<file path="config.mk">
export PLATFORM = sky130hd
export DESIGN_NAME = ps2_rx_frame_decoder
export DESIGN_NICKNAME = d
export VERILOG_FILES = /design/src/rtl/ps2_rx_frame_decoder.sv
export SDC_FILE = /design/constraint.sdc
export NUM_CORES = 1
export LEC_CHECK = 0
export BUFFER_PORTS_ARGS = -buffer_cell sky130_fd_sc_hd__buf_2
export CAP_MARGIN = 20
export CORE_UTILIZATION = 55
export CTS_BUF_LIST = sky130_fd_sc_hd__clkbuf_8
export CTS_CLUSTER_SIZE = 24
export DETAILED_ROUTE_END_ITERATION = 12
export GPL_ROUTABILITY_DRIVEN = 0
export HOLD_SLACK_MARGIN = 0.03
export PLACE_DENSITY = 0.76
export SYNTH_ARGS = -nofsm -noshare
export SYNTH_HDL_FRONTEND = slang
export SYNTH_SLANG_ARGS = --single-unit
</file>
<file path="constraint.sdc">
create_clock -name clk -period 1.6 [get_ports clk]
set_input_delay 0.16 -clock clk [delete_from_list [all_inputs] [get_ports clk]]
set_output_delay 0.16 -clock clk [all_outputs]
set_load 0.05 [all_outputs]
</file>
<file path="src/rtl/ps2_rx_frame_decoder.sv">
// ps2_rx_frame_decoder: PS/2 keyboard-to-host frame receiver presenting each accepted scan-code byte in parallel.
// Ports:
//   clk      - PS/2 device clock; all state advances on its falling edge (mid-bit sampling)
//   rst      - asynchronous active-high reset
//   data_in  - PS/2 data line, idle high
//   data_out - last accepted scan code, held until the next accepted frame
//   bsy      - 1 while idle after reset or while a frame is in progress; 0 when data_out is fresh
// Build option: define PS2_PARITY_CHECK_EN to reject frames failing odd parity;
// otherwise the parity bit is sampled but ignored.
module ps2_rx_frame_decoder (
  input  logic       clk,
  input  logic       rst,
  input  logic       data_in,
  output logic [7:0] data_out,
  output logic       bsy
);
  typedef enum logic [1:0] {IDLE, DATA, PARITY, STOP} state_t;
  state_t     state_q, state_d;
  logic [2:0] cnt_q, cnt_d;
  logic [7:0] sh_q, sh_d;
  logic       par_q, par_d;
  logic [7:0] dout_q, dout_d;
  logic       bsy_q, bsy_d;
  logic       accept;
`ifdef PS2_PARITY_CHECK_EN
  assign accept = data_in & (^sh_q ^ par_q);
`else
  logic par_unused;
  assign par_unused = par_q;
  assign accept = data_in;
`endif
  always_comb begin
    state_d = state_q;
    cnt_d   = cnt_q;
    sh_d    = sh_q;
    par_d   = par_q;
    dout_d  = dout_q;
    bsy_d   = bsy_q;
    case (state_q)
      IDLE: if (!data_in) begin
        state_d = DATA;
        cnt_d   = 3'd0;
        bsy_d   = 1'b1;
      end
      DATA: begin
        sh_d[cnt_q] = data_in;
        cnt_d       = cnt_q + 3'd1;
        state_d     = (cnt_q == 3'd7) ? PARITY : DATA;
      end
      PARITY: begin
        par_d   = data_in;
        state_d = STOP;
      end
      default: begin
        state_d = IDLE;
        if (accept) begin
          dout_d = sh_q;
          bsy_d  = 1'b0;
        end
      end
    endcase
  end
  always_ff @(negedge clk or posedge rst) begin
    if (rst) begin
      state_q <= IDLE;
      cnt_q   <= 3'd0;
      sh_q    <= 8'h00;
      par_q   <= 1'b0;
      dout_q  <= 8'h00;
      bsy_q   <= 1'b1;
    end else begin
      state_q <= state_d;
      cnt_q   <= cnt_d;
      sh_q    <= sh_d;
      par_q   <= par_d;
      dout_q  <= dout_d;
      bsy_q   <= bsy_d;
    end
  end
  assign data_out = dout_q;
  assign bsy      = bsy_q;
endmodule

</file>
-- Yosys cells after proc, flatten, opt, wreduce, memory -nomap -nowiden
Cells that the tools add are included.
- logic and storage cells: 34
- bits in registers: 22
- input port bits: 3
- output and inout port bits: 9
- add/sub/neg operators: 1
- $lt $le $gt $ge: 2
- bitwise logic cells: 2
- reductions and logical operators: 9
- muxes and demuxes: 11
- eq/ne operators: 4
- operators with widths (kind ; count):
    $bwmux W8 ; 1
    $pmux W2 S3 ; 1
    $pmux W3 S2 ; 1
    $lt A3 B4 Y1 const B ; 1
    $mux W2 ; 2
    $reduce_and A2 Y1 ; 2
    $reduce_bool A2 Y1 ; 2
    $add A3 B1 Y3 const B ; 1
    $demux W1 S3 ; 1
    $eq A3 B3 Y1 const B ; 1
    $ge A3 B1 Y1 const B ; 1
    $mux W1 ; 3
    $mux W3 ; 1
    $reduce_and A3 Y1 ; 1
    $reduce_or A3 Y1 ; 1
    $eq A2 B1 Y1 const B ; 1
    $eq A2 B2 Y1 const B ; 1
    $logic_not A2 Y1 ; 1
    $ne A2 B2 Y1 const B ; 1
    $not A1 Y1 ; 2
    $pmux W1 S2 ; 1
    $reduce_or A2 Y1 ; 1
    $logic_and A1 B1 Y1 ; 1

-- Depth between registers and ports, before layout
- depth after elaboration: 5
- depth in mapped cells: 5
- depth with buffers taken out: 5

==> impl_metrics.py <==
metrics = {
    "placed_design": {
        "dp_hpwl_microns": 1400,
        "dpl_worst_slack_ns": -0.199,
        "portBuffers": 11,
    },
    "routing": {
        "drc": 0,
        "wl_per_cell_microns": 14.7,
        "vias_per_cell": 5.39,
        "initialDrtViolationCount": 4,
        "drt-pass1-iter-count": 4,
        "postRouteWirelength_microns": 1970,
        "ant_nets": 0,
        "vias": 722,
    },
    "clock_tree": {
        "ctsLongestPathBuffers": 2,
        "ctsHtreeMaxLevel": 1,
        "clk_pin_slew_ns": 0.05,
        "cts_made_buffers": 3,
        "clk_latency_ns": 0.32,
        "tritoncts": "built",
        "cts-root-buf": "clkbuf_8",
        "cts-hold-fix-buffers": 0,
        "clkSinkCount": 22,
    },
    "yosys": {
        "yosysTopAreaCell": "dfrtn_1",
        "ys_seq_elements": 22,
        "yosysUniqueCellTypes": 27,
        "ys_top_cells_by_area": "dfrtn_1 48%, mux2_2 10%, ha_1 6.9%",
        "synth_cells": 85,
        "ys_top_cells_by_count": "21 x dfrtn_1, 10 x mux2_2, 6 x ha_1, 6 x inv_1",
        "ys_warn_count": 0,
        "synth.most_common_cell": "dfrtn_1",
        "ys.flop_type": "dfrtn_1",
        "seq_area_frac_synth": 0.507,
        "syn_area_sq_mm": 0.00109,
        "synth_edf_count": 0,
        "synth_top_cell_area_share": 0.483,
        "synth_fp_nets": 94,
        "async_flop_share": 1.00,
        "syn_area_per_cell_sq_um": 12.8,
    },
    "die": {
        "fp.coreArea_sq_mm": 0.00178,
        "rows": 15,
        "fp.dieW_microns": 46.5,
        "die_h_microns": 46.5,
        "pin_count": 12,
        "design.die.area_sq_mm": 0.00216,
        "start_util": 0.611,
    },
    "critical_path": {
        "crit_cells": 1,
        "rr_worst_depth": 4,
        "worstPathCellList": "buf_8",
        "reg2reg_to": "sh_q[1]",
        "critPathArrivalTime_ns": 1.81,
        "worst-setup-path-type": "reg -> out",
        "slowest_stage": "dfstp_2",
        "start_kind": "flop",
        "r2r_setup_slack_ns": 0.07,
        "cp_num_buf_inv": 1,
        "cp_top_family": "flip-flops",
        "critPathMaxStageDelay_ns": 0.54,
        "r2r-start": "state_q[0]",
        "crit_fanout": 2,
        "worstSetupEndpointType": "output port",
        "critPathRequiredTime_ns": 1.44,
    },
    "global_routing": {
        "antenna_found_initial": 0,
        "grt.total_usage": 0.221,
        "grt_max_degree": 17,
        "grt_pass1_wl_microns": 3230,
        "grt_pass1_vias": 754,
        "grt_remaining_overflow": 0,
    },
    "finish": {
        "drive_gt1_frac": 0.459,
        "syn2layout_area_growth_pct": 24.4,
        "utilization": 0.759,
        "num-fill-cells": 118,
        "seqCellArea_sq_um": 552,
        "n_antenna_cell": 0,
        "multi_input_area_sq_um": 490,
        "nets": 119,
    },
    "hold_path": {
        "worstHoldStart": "sh_q[5]",
        "holdPathEnd": "sh_q[5]",
        "hp-class": "reg -> reg",
        "hold-path-cell-count": 1,
    },
    "timing": {
        "drv_slew": 0,
        "whs_ns": 0.436,
        "slew_headroom": 0.816,
        "worstMarginPinSlew_ns": 0.273,
        "finalSetupViolCount": 9,
        "worst_slack_ns": -0.370,
        "rsz0062_at_grt": "true",
        "skew_ns": 0.0487,
        "hold_viol": 0,
    },
    "power_and_ir_drop": {
        "internal_power_uw": 1800,
        "p_comb_frac": 0.543,
        "seq_power_share": 0.342,
        "powerDensity_mw_per_mm2": 2240,
        "p_clk_frac": 0.115,
        "p_sw_uw": 1240,
        "swShare": 0.407,
        "leakagePower_uw": 0.000641,
        "irDropWorstVdd_v": 0.00116,
    },
    "run_status": {
        "violations": "negative setup slack",
        "status": "finished, violations left",
    },
    "flow_run": {
        "maxCapViolations": 0,
    },
}
[worst max path at each step]
stage | startpoint | endpoint | slack, ns
final | bsy | bsy | -0.37
after global routing | bsy | bsy | -0.39
after floorplan | bsy | bsy | -0.03
after detailed placement | data_in | data_out[2] | -0.20
after CTS | bsy | bsy | -0.37
after global placement | data_in | data_out[1] | -0.18
[per-stage QoR]
stage	instance area [sq um]	power [uW]	instances	TNS [ns]
global route	1350	3230	134	-2.39
finish	1350	3030	134	-2.14
global placement	1220	2410	127	-2.58
detailed placement	1220	2480	127	-2.93
CTS	1340	3020	133	-2.15
floorplan	1090	2160	85	-0.204
[cell usage in the layout (no fill, tap or decap), types with 3 or more instances in the layout]
cell	n
mux2_1	3
o21ai_0	4
ha_1	5
inv_1	6
buf_4	13
dfrtn_1	21
nor2_1	3
mux2_4	4
mux2_2	10
clkbuf_8	3
buf_6	8
[kinds of logic (layout without fill, tap and decap cells)]
logic type | Yosys count | after routing | share of synthesized area
compound gates | 11 | 11 | 0.0621
fa+ha+maj | 6 | 6 | 0.0690
buf+inv | 10 | 34 | 0.0448
flops | 22 | 22 | 0.507
mux | 18 | 18 | 0.199
simple gates | 18 | 18 | 0.118
[sequential cells by signal (all words and copies together) (netlist names)]
register and cells:
bsy 1, cnt_q 3, data_out 8, sh_q 8, state_q 2
[power groups by stage]
stage          Clock (uW)  Combinational (uW)  Sequential (uW)
6_report              350                1650             1040
5_1_grt               382                1780             1070
4_1_cts               361                1630             1030
3_5_place_dp         7.82                1460             1020
3_3_place_gp         7.82                1400              996
2_1_floorplan        7.82                 809             1340
[metal layers]
layer,GRT usage,wire (microns),vias up
met5,0,0,-
met4,0.135,39,0
met3,0.0471,56,4
met2,0.378,1020,11
met1,0.247,846,363
li1,-,-,344
[area by class of cell]
cell class,count,share of cell area
sequential,22,0.408
multi-input combinational,53,0.362
timing repair buffer,24,0.157
clock buffer,3,0.0305
tap,25,0.0231
inverter,5,0.0139
clock inverter,2,0.00555
[repair_timing]
action	CTS	global route
gates resized for setup	19	1
setup endpoints to repair	9	13
setup buffers	2	1
cloned	0	0
No activity file was read; power rests on OpenSTA's default activity.
